File: src/rtl/dp32_seq.sv
// Vector dot-product sequencer: streams operand word pairs through one dp32
// SIMD multiply/add unit and accumulates the lane sums into a wide result.

module dp32 (
  input  logic [31:0] a,
  input  logic [31:0] b,
  output logic [63:0] mul_int32,
  output logic [32:0] sum_int16,
  output logic [17:0] sum_int8,
  output logic [10:0] sum_int4,
  output logic [7:0]  sum_int2
);
  // Each lane product is widened to the sum width before multiplying, so no
  // intermediate term can overflow.
  always_comb begin
    mul_int32 = 64'(a) * 64'(b);
    sum_int16 = '0;
    sum_int8  = '0;
    sum_int4  = '0;
    sum_int2  = '0;
    for (int i = 0; i < 2; i++)
      sum_int16 = sum_int16 + 33'(a[i*16 +: 16]) * 33'(b[i*16 +: 16]);
    for (int i = 0; i < 4; i++)
      sum_int8 = sum_int8 + 18'(a[i*8 +: 8]) * 18'(b[i*8 +: 8]);
    for (int i = 0; i < 8; i++)
      sum_int4 = sum_int4 + 11'(a[i*4 +: 4]) * 11'(b[i*4 +: 4]);
    for (int i = 0; i < 16; i++)
      sum_int2 = sum_int2 + 8'(a[i*2 +: 2]) * 8'(b[i*2 +: 2]);
  end
endmodule

module dp32_seq #(
  parameter int ACC_W = 64,
  parameter int LEN_W = 16
) (
  input  logic             CLK,
  input  logic             nrst,
  input  logic             start,
  input  logic [2:0]       mode,
  input  logic [LEN_W-1:0] len,
  input  logic             in_valid,
  output logic             in_ready,
  input  logic [31:0]      a,
  input  logic [31:0]      b,
  output logic             out_valid,
  input  logic             out_ready,
  output logic [ACC_W-1:0] result,
  output logic             busy
);
  typedef enum logic [1:0] {IDLE, RUN, DONE} state_t;

  state_t           state;
  logic [ACC_W-1:0] acc;
  logic [LEN_W-1:0] count;
  logic [2:0]       mode_q;
  logic [31:0]      a_q;
  logic [31:0]      b_q;
  logic             pend;

  logic [63:0]      mul_int32;
  logic [32:0]      sum_int16;
  logic [17:0]      sum_int8;
  logic [10:0]      sum_int4;
  logic [7:0]       sum_int2;
  logic [ACC_W-1:0] lane_sum;
  logic [ACC_W-1:0] acc_sum;
  logic             accept;

  dp32 u_dp32 (
    .a         (a_q),
    .b         (b_q),
    .mul_int32 (mul_int32),
    .sum_int16 (sum_int16),
    .sum_int8  (sum_int8),
    .sum_int4  (sum_int4),
    .sum_int2  (sum_int2)
  );

  always_comb begin
    lane_sum = '0;
    case (mode_q)
      3'd0:    lane_sum = ACC_W'(mul_int32);
      3'd1:    lane_sum = ACC_W'(sum_int16);
      3'd2:    lane_sum = ACC_W'(sum_int8);
      3'd3:    lane_sum = ACC_W'(sum_int4);
      3'd4:    lane_sum = ACC_W'(sum_int2);
      default: lane_sum = '0;
    endcase
  end

  assign acc_sum  = acc + lane_sum;
  // Handshake outputs depend only on registered state, never on in_valid/out_ready.
  assign in_ready = (state == RUN) && (count != '0);
  assign busy     = (state != IDLE);
  assign accept   = in_valid && in_ready;

  always_ff @(posedge CLK or negedge nrst) begin
    if (!nrst) begin
      state     <= IDLE;
      acc       <= '0;
      count     <= '0;
      mode_q    <= '0;
      a_q       <= '0;
      b_q       <= '0;
      pend      <= 1'b0;
      out_valid <= 1'b0;
      result    <= '0;
    end else begin
      case (state)
        IDLE: begin
          if (start) begin
            mode_q <= (mode > 3'd4) ? 3'd0 : mode;
            count  <= len;
            acc    <= '0;
            pend   <= 1'b0;
            if (len == '0) begin
              state     <= DONE;
              out_valid <= 1'b1;
              result    <= '0;
            end else begin
              state <= RUN;
            end
          end
        end
        RUN: begin
          if (accept) begin
            a_q   <= a;
            b_q   <= b;
            count <= count - {{(LEN_W-1){1'b0}}, 1'b1};
          end
          if (pend) acc <= acc_sum;
          pend <= accept;
          // With count at zero no accept can overlap, so this is the final term.
          if (pend && (count == '0)) begin
            state     <= DONE;
            out_valid <= 1'b1;
            result    <= acc_sum;
          end
        end
        DONE: begin
          if (out_ready) begin
            state     <= IDLE;
            out_valid <= 1'b0;
          end
        end
        default: state <= IDLE;
      endcase
    end
  end
endmodule

File: config.mk
export PLATFORM = sky130hd
export DESIGN_NAME = dp32_seq
export DESIGN_NICKNAME = d
export VERILOG_FILES = /design/src/rtl/dp32_seq.sv
export SDC_FILE = /design/constraint.sdc
export NUM_CORES = 2
export LEC_CHECK = 0
export BUFFER_PORTS_ARGS = -buffer_cell sky130_fd_sc_hd__buf_4
export CAP_MARGIN = 20
export CORE_UTILIZATION = 50
export DETAILED_ROUTE_END_ITERATION = 10
export HOLD_SLACK_MARGIN = 0.06
export PLACE_DENSITY_LB_ADDON = 0.12
export SLEW_MARGIN = 20
export SYNTH_ARGS = -nofsm -noshare
export SYNTH_HDL_FRONTEND = slang
export SYNTH_SLANG_ARGS = --single-unit
File: constraint.sdc
create_clock -name CLK -period 10 [get_ports CLK]
set_input_delay 2 -clock CLK [delete_from_list [all_inputs] [get_ports CLK]]
set_output_delay 2 -clock CLK [all_outputs]
set_load 0.02 [all_outputs]
==> impl_metrics.sql <==
INSERT INTO impl_metrics (metric_group, metric, value, unit) VALUES
('clock_network', 'clock_latency', '650', 'ps'),
('worst_setup_path', 'cp_data_required_time', '10510', 'ps'),
('hold_path', 'min-delay-path-class', 'flip-flop to flip-flop', ''),
('die', 'vertical_die_dimension', '368', 'um'),
('run', 'drv.max_cap_violation_count', '0', ''),
('worst_setup_path', 'critical_path_slowest_stage_cell', 'sky130_fd_sc_hd__fa_1', ''),
('synthesis', 'synth.ff_latch_count', '215', ''),
('synthesis', 'instance_count_of_the_mapped_netlist', '7298', ''),
('clock_network', 'cts.reportedPaths.clkPinSlew', '70', 'ps'),
('die', 'rows', '133', ''),
('global_routing', 'grt-ovfl-total', '0', ''),
('drt', 'dr.pass1.iters', '9', ''),
('clock_network', 'cts_tree', 'done', ''),
('drt', 'via_per_inst', '5.42', ''),
('layout', 'finish.net_count', '10800', ''),
('global_routing', 'grt_use_total', '40.9', '%'),
('layout', 'layoutNonFillerInstCount', '10300', ''),
('drt', 'wl', '271000', 'um'),
('die', 'design.die.area', '135000', 'um2'),
('synthesis', 'yosysUniqueCellTypes', '79', ''),
('sta', 'timing.final.setup_violations', '90', ''),
('worst_setup_path', 'crit_path_max_incr_delay', '550', 'ps'),
('sta', 'highest_achievable_clock_rate', '89.0', 'MHz'),
('clock_network', 'cts-root-to-sink-buffers', '3', ''),
('die', 'die_width', '368', 'um'),
('run_status', 'violations', 'setup timing', ''),
('synthesis', 'synth_seq_area_share', '8.03', '%'),
('die', 'core_region_area', '132000', 'um2'),
('placement', 'gp_congestion', '1.05', ''),
('sta', 'grt_setup_unrepaired', 'yes', ''),
('die', 'design.portCount', '155', ''),
('sta', 'hold_violations', '0', ''),
('sta', 'max_slew.worst_pin.slew', '1000', 'ps'),
('synthesis', 'synth_warnings', '0', ''),
('drt', 'route.detailed.wl_per_inst', '26.2', 'um'),
('placement', 'place.detailed.instances', '10200', ''),
('sta', 'finalClockSkew', '16.3', 'ps'),
('clock_network', 'clkSinkCount', '215', ''),
('drt', 'drc', '0', ''),
('synthesis', 'synth_enable_flop_cells', '0', ''),
('worst_setup_path', 'endpoint_kind', 'flip-flop', ''),
('die', 'start_util', '50.7', '%'),
('global_routing', 'grt_antenna_before_repair', '14', ''),
('drt', 'drtIter0Drc', '4655', ''),
('sta', 'layout_worst_path_cycle_share', '112', '%'),
('layout', 'drive_gt1_share', '22.8', '%'),
('sta', 'timing_max_transition_violations_final', '0', ''),
('clock_network', 'cts_hold_buf', '0', ''),
('global_routing', 'met3_resource_use_gr', '10.6', '%'),
('layout', 'utilization_after_layout', '63.0', '%'),
('worst_setup_path', 'worst-setup-path-type', 'flip-flop to flip-flop', ''),
('global_routing', 'grt_first_pass_wirelength', '398000', 'um'),
('global_routing', 'grt_pass1_vias', '60800', ''),
('worst_setup_path', 'startpoint_type', 'flip-flop', ''),
('synthesis', 'ys_dominant_reg_cell', 'sky130_fd_sc_hd__dfrtp_1', ''),
('global_routing', 'top_usage_layer', 'met2', ''),
('sta', 'setup-tns-final', '-70530', 'ps'),
('synthesis', 'synthArstFlopShare', '100', '%'),
('synthesis', 'syn_area', '67000', 'um2'),
('layout', 'fillers', '11600', ''),
('synthesis', 'avg_synthesized_cell_area', '9.18', 'um2'),
('worst_setup_path', 'critical_path_peak_fanout', '3', ''),
('sta', 'max_slew_margin', '32.8', '%'),
('clock_network', 'tritoncts.num_buffers', '29', ''),
('clock_network', 'ctsRootBufferMaster', 'sky130_fd_sc_hd__clkbuf_16', ''),
('layout', 'areaGrowthSynthToFinish', '24.4', '%'),
('placement', 'buffer_ports.inserted', '154', ''),
('sta', 'finalWorstPathRequiredPeriod', '11230', 'ps'),
('clock_network', 'cts.htree.levels', '1', ''),
('global_routing', 'grt_util_met1', '52.3', '%'),
('sta', 'post-route-worst-setup-slack', '-1230', 'ps'),
('drt', 'dr_total_vias', '55900', ''),
('run_status', 'run_status', 'complete, but fails checks', ''),
('placement', 'detailed_place_hpwl', '235000', 'um'),
('worst_setup_path', 'most_used_cell_along_the_critical_path', 'sky130_fd_sc_hd__fa_1', ''),
('global_routing', 'largest_net_degree_at_the_start_of_global_routing', '79', ''),
('worst_setup_path', 'arrival', '11740', 'ps'),
('global_routing', 'globalRouteMet2Util', '64.3', '%'),
('synthesis', 'postSynthNetCount', '9577', ''),
('drt', 'drtAntennaViolNets', '0', '');
## synth_stat cells (9+ instances only)
| cell | number | area, um2 |
|---|---|---|
| sky130_fd_sc_hd__nor2_1 | 139 | 522 |
| sky130_fd_sc_hd__dfrtp_1 | 215 | 5380 |
| sky130_fd_sc_hd__a211oi_1 | 26 | 195 |
| sky130_fd_sc_hd__nand3_1 | 47 | 235 |
| sky130_fd_sc_hd__inv_1 | 1844 | 6920 |
| sky130_fd_sc_hd__clkbuf_1 | 278 | 1040 |
| sky130_fd_sc_hd__a21oi_1 | 203 | 1020 |
| sky130_fd_sc_hd__nand2_1 | 982 | 3690 |
| sky130_fd_sc_hd__nand2b_1 | 30 | 188 |
| sky130_fd_sc_hd__fa_1 | 1449 | 29000 |
| sky130_fd_sc_hd__o21ai_0 | 193 | 966 |
| sky130_fd_sc_hd__and2_1 | 353 | 2210 |
| sky130_fd_sc_hd__o21ai_1 | 38 | 190 |
| sky130_fd_sc_hd__nor4_1 | 13 | 81.3 |
| sky130_fd_sc_hd__mux2_2 | 66 | 743 |
| sky130_fd_sc_hd__xnor2_1 | 104 | 911 |
| sky130_fd_sc_hd__nor3_1 | 28 | 140 |
| sky130_fd_sc_hd__o21bai_1 | 31 | 233 |
| sky130_fd_sc_hd__nor2b_1 | 26 | 163 |
| sky130_fd_sc_hd__ha_1 | 742 | 9280 |
| sky130_fd_sc_hd__o31ai_1 | 9 | 67.6 |
| sky130_fd_sc_hd__a22o_1 | 14 | 123 |
| sky130_fd_sc_hd__a21o_1 | 122 | 916 |
| sky130_fd_sc_hd__or3_1 | 9 | 56.3 |
| sky130_fd_sc_hd__xor2_1 | 85 | 744 |
| sky130_fd_sc_hd__a31oi_1 | 24 | 150 |
| sky130_fd_sc_hd__a22oi_1 | 11 | 82.6 |
| sky130_fd_sc_hd__o22ai_1 | 20 | 125 |
| sky130_fd_sc_hd__nand4_1 | 23 | 144 |
| sky130_fd_sc_hd__and3_1 | 24 | 150 |
| sky130_fd_sc_hd__o21a_1 | 16 | 120 |
## registers in the layout (all words and copies together), names as in the netlist
name / flops
a_q: 32
acc: 64
b_q: 32
count: 16
mode_q: 3
out_valid: 1
pend: 1
result: 64
state: 2
## path summary, 6_finish.rpt
kind	start	end	slack (ps)	cells after the start
setup reg to reg	b_q[6]$_DFFE_PN0P_	result[48]$_DFFE_PN0P_	-1230	42
setup / recovery	b_q[6]$_DFFE_PN0P_	result[48]$_DFFE_PN0P_	-1230	42
max in group asynchronous	nrst	acc[10]$_DFFE_PN0P_	6730	3
min in group asynchronous	nrst	b_q[0]$_DFFE_PN0P_	1290	1
hold / removal	result[4]$_DFFE_PN0P_	result[4]$_DFFE_PN0P_	490	2
hold reg to reg	result[4]$_DFFE_PN0P_	result[4]$_DFFE_PN0P_	490	2
## metal layers
metal / part of all wire (%) / wire length (um) / vias up
met3: 9.8 / 26400 / 683
met4: 6.5 / 17500 / 12
li1: - / - / 24500
met5: 0.028 / 75 / -
met2: 45 / 122000 / 2405
met1: 38 / 104000 / 28400
## cells in the final DEF (no fill, tap or decap), types with 77 or more instances in the layout
master                       n
sky130_fd_sc_hd__inv_1    1814
sky130_fd_sc_hd__nor2_1    128
sky130_fd_sc_hd__nand2_1   955
sky130_fd_sc_hd__a21o_1    122
sky130_fd_sc_hd__xnor2_1    83
sky130_fd_sc_hd__xor2_1     77
sky130_fd_sc_hd__and2_1    339
sky130_fd_sc_hd__buf_4    1364
sky130_fd_sc_hd__dfrtp_1   200
sky130_fd_sc_hd__fa_1     1422
sky130_fd_sc_hd__a21oi_1   171
sky130_fd_sc_hd__o21ai_1   108
sky130_fd_sc_hd__ha_1      712
sky130_fd_sc_hd__o21ai_0    98
## worst max-delay path: cells and delay by family, from the launching register on
family / cells / cell delay (ps)
AO/OA/AOI/OAI: 16 / 2710
XOR/XNOR: 2 / 450
adder cells (fa/ha/maj): 13 / 5870
buffers and inverters: 7 / 680
flip-flops: 1 / 430
AND/OR/NAND/NOR: 4 / 900
## cells by family after synthesis
| family | Yosys count | synth area share, % |
|---|---|---|
| AO/OA/AOI/OAI | 791 | 7.45 |
| XOR/XNOR | 189 | 2.47 |
| adder cells (fa/ha/maj) | 2191 | 57.2 |
| buffers and inverters | 2136 | 12.0 |
| flip-flops | 215 | 8.03 |
| multiplexers | 70 | 1.17 |
| AND/OR/NAND/NOR | 1706 | 11.7 |
## metrics by stage
stage / setup slack (ps) / instance area (um2) / hold WS [ps]
finish: -1230 / 83300 / 486
global route: -1590 / 83300 / 515
CTS: -1230 / 82000 / 490
detailed placement: -1730 / 79900 / 471
global placement: -1730 / 79900 / 468
floorplan: -534 / 67200 / 454
## final cells by class
cell class                      instances  area [um2]  share of cell area (%)
Antenna cell                            3        7.51                 0.00901
Clock buffer                           38         810                   0.972
Multi-Input combinational cell       4947       55300                    66.4
Inverter                             1844        6920                    8.31
Sequential cell                       215        5400                    6.48
Timing Repair Buffer                 1507       12500                    15.0
Tap cell                             1755        2200                    2.64
Clock inverter                         16         194                   0.233
## repair_timing
item                                    CTS  global route
buffers inserted                         31            42
endpoints found under the setup margin  105           112
gates resized for setup                 240           253
cloned                                    0             2
pin swaps                               163           126
Power is not shown: default switching activity piles up to over one toggle a cycle in this logic, so the estimate is an artifact.
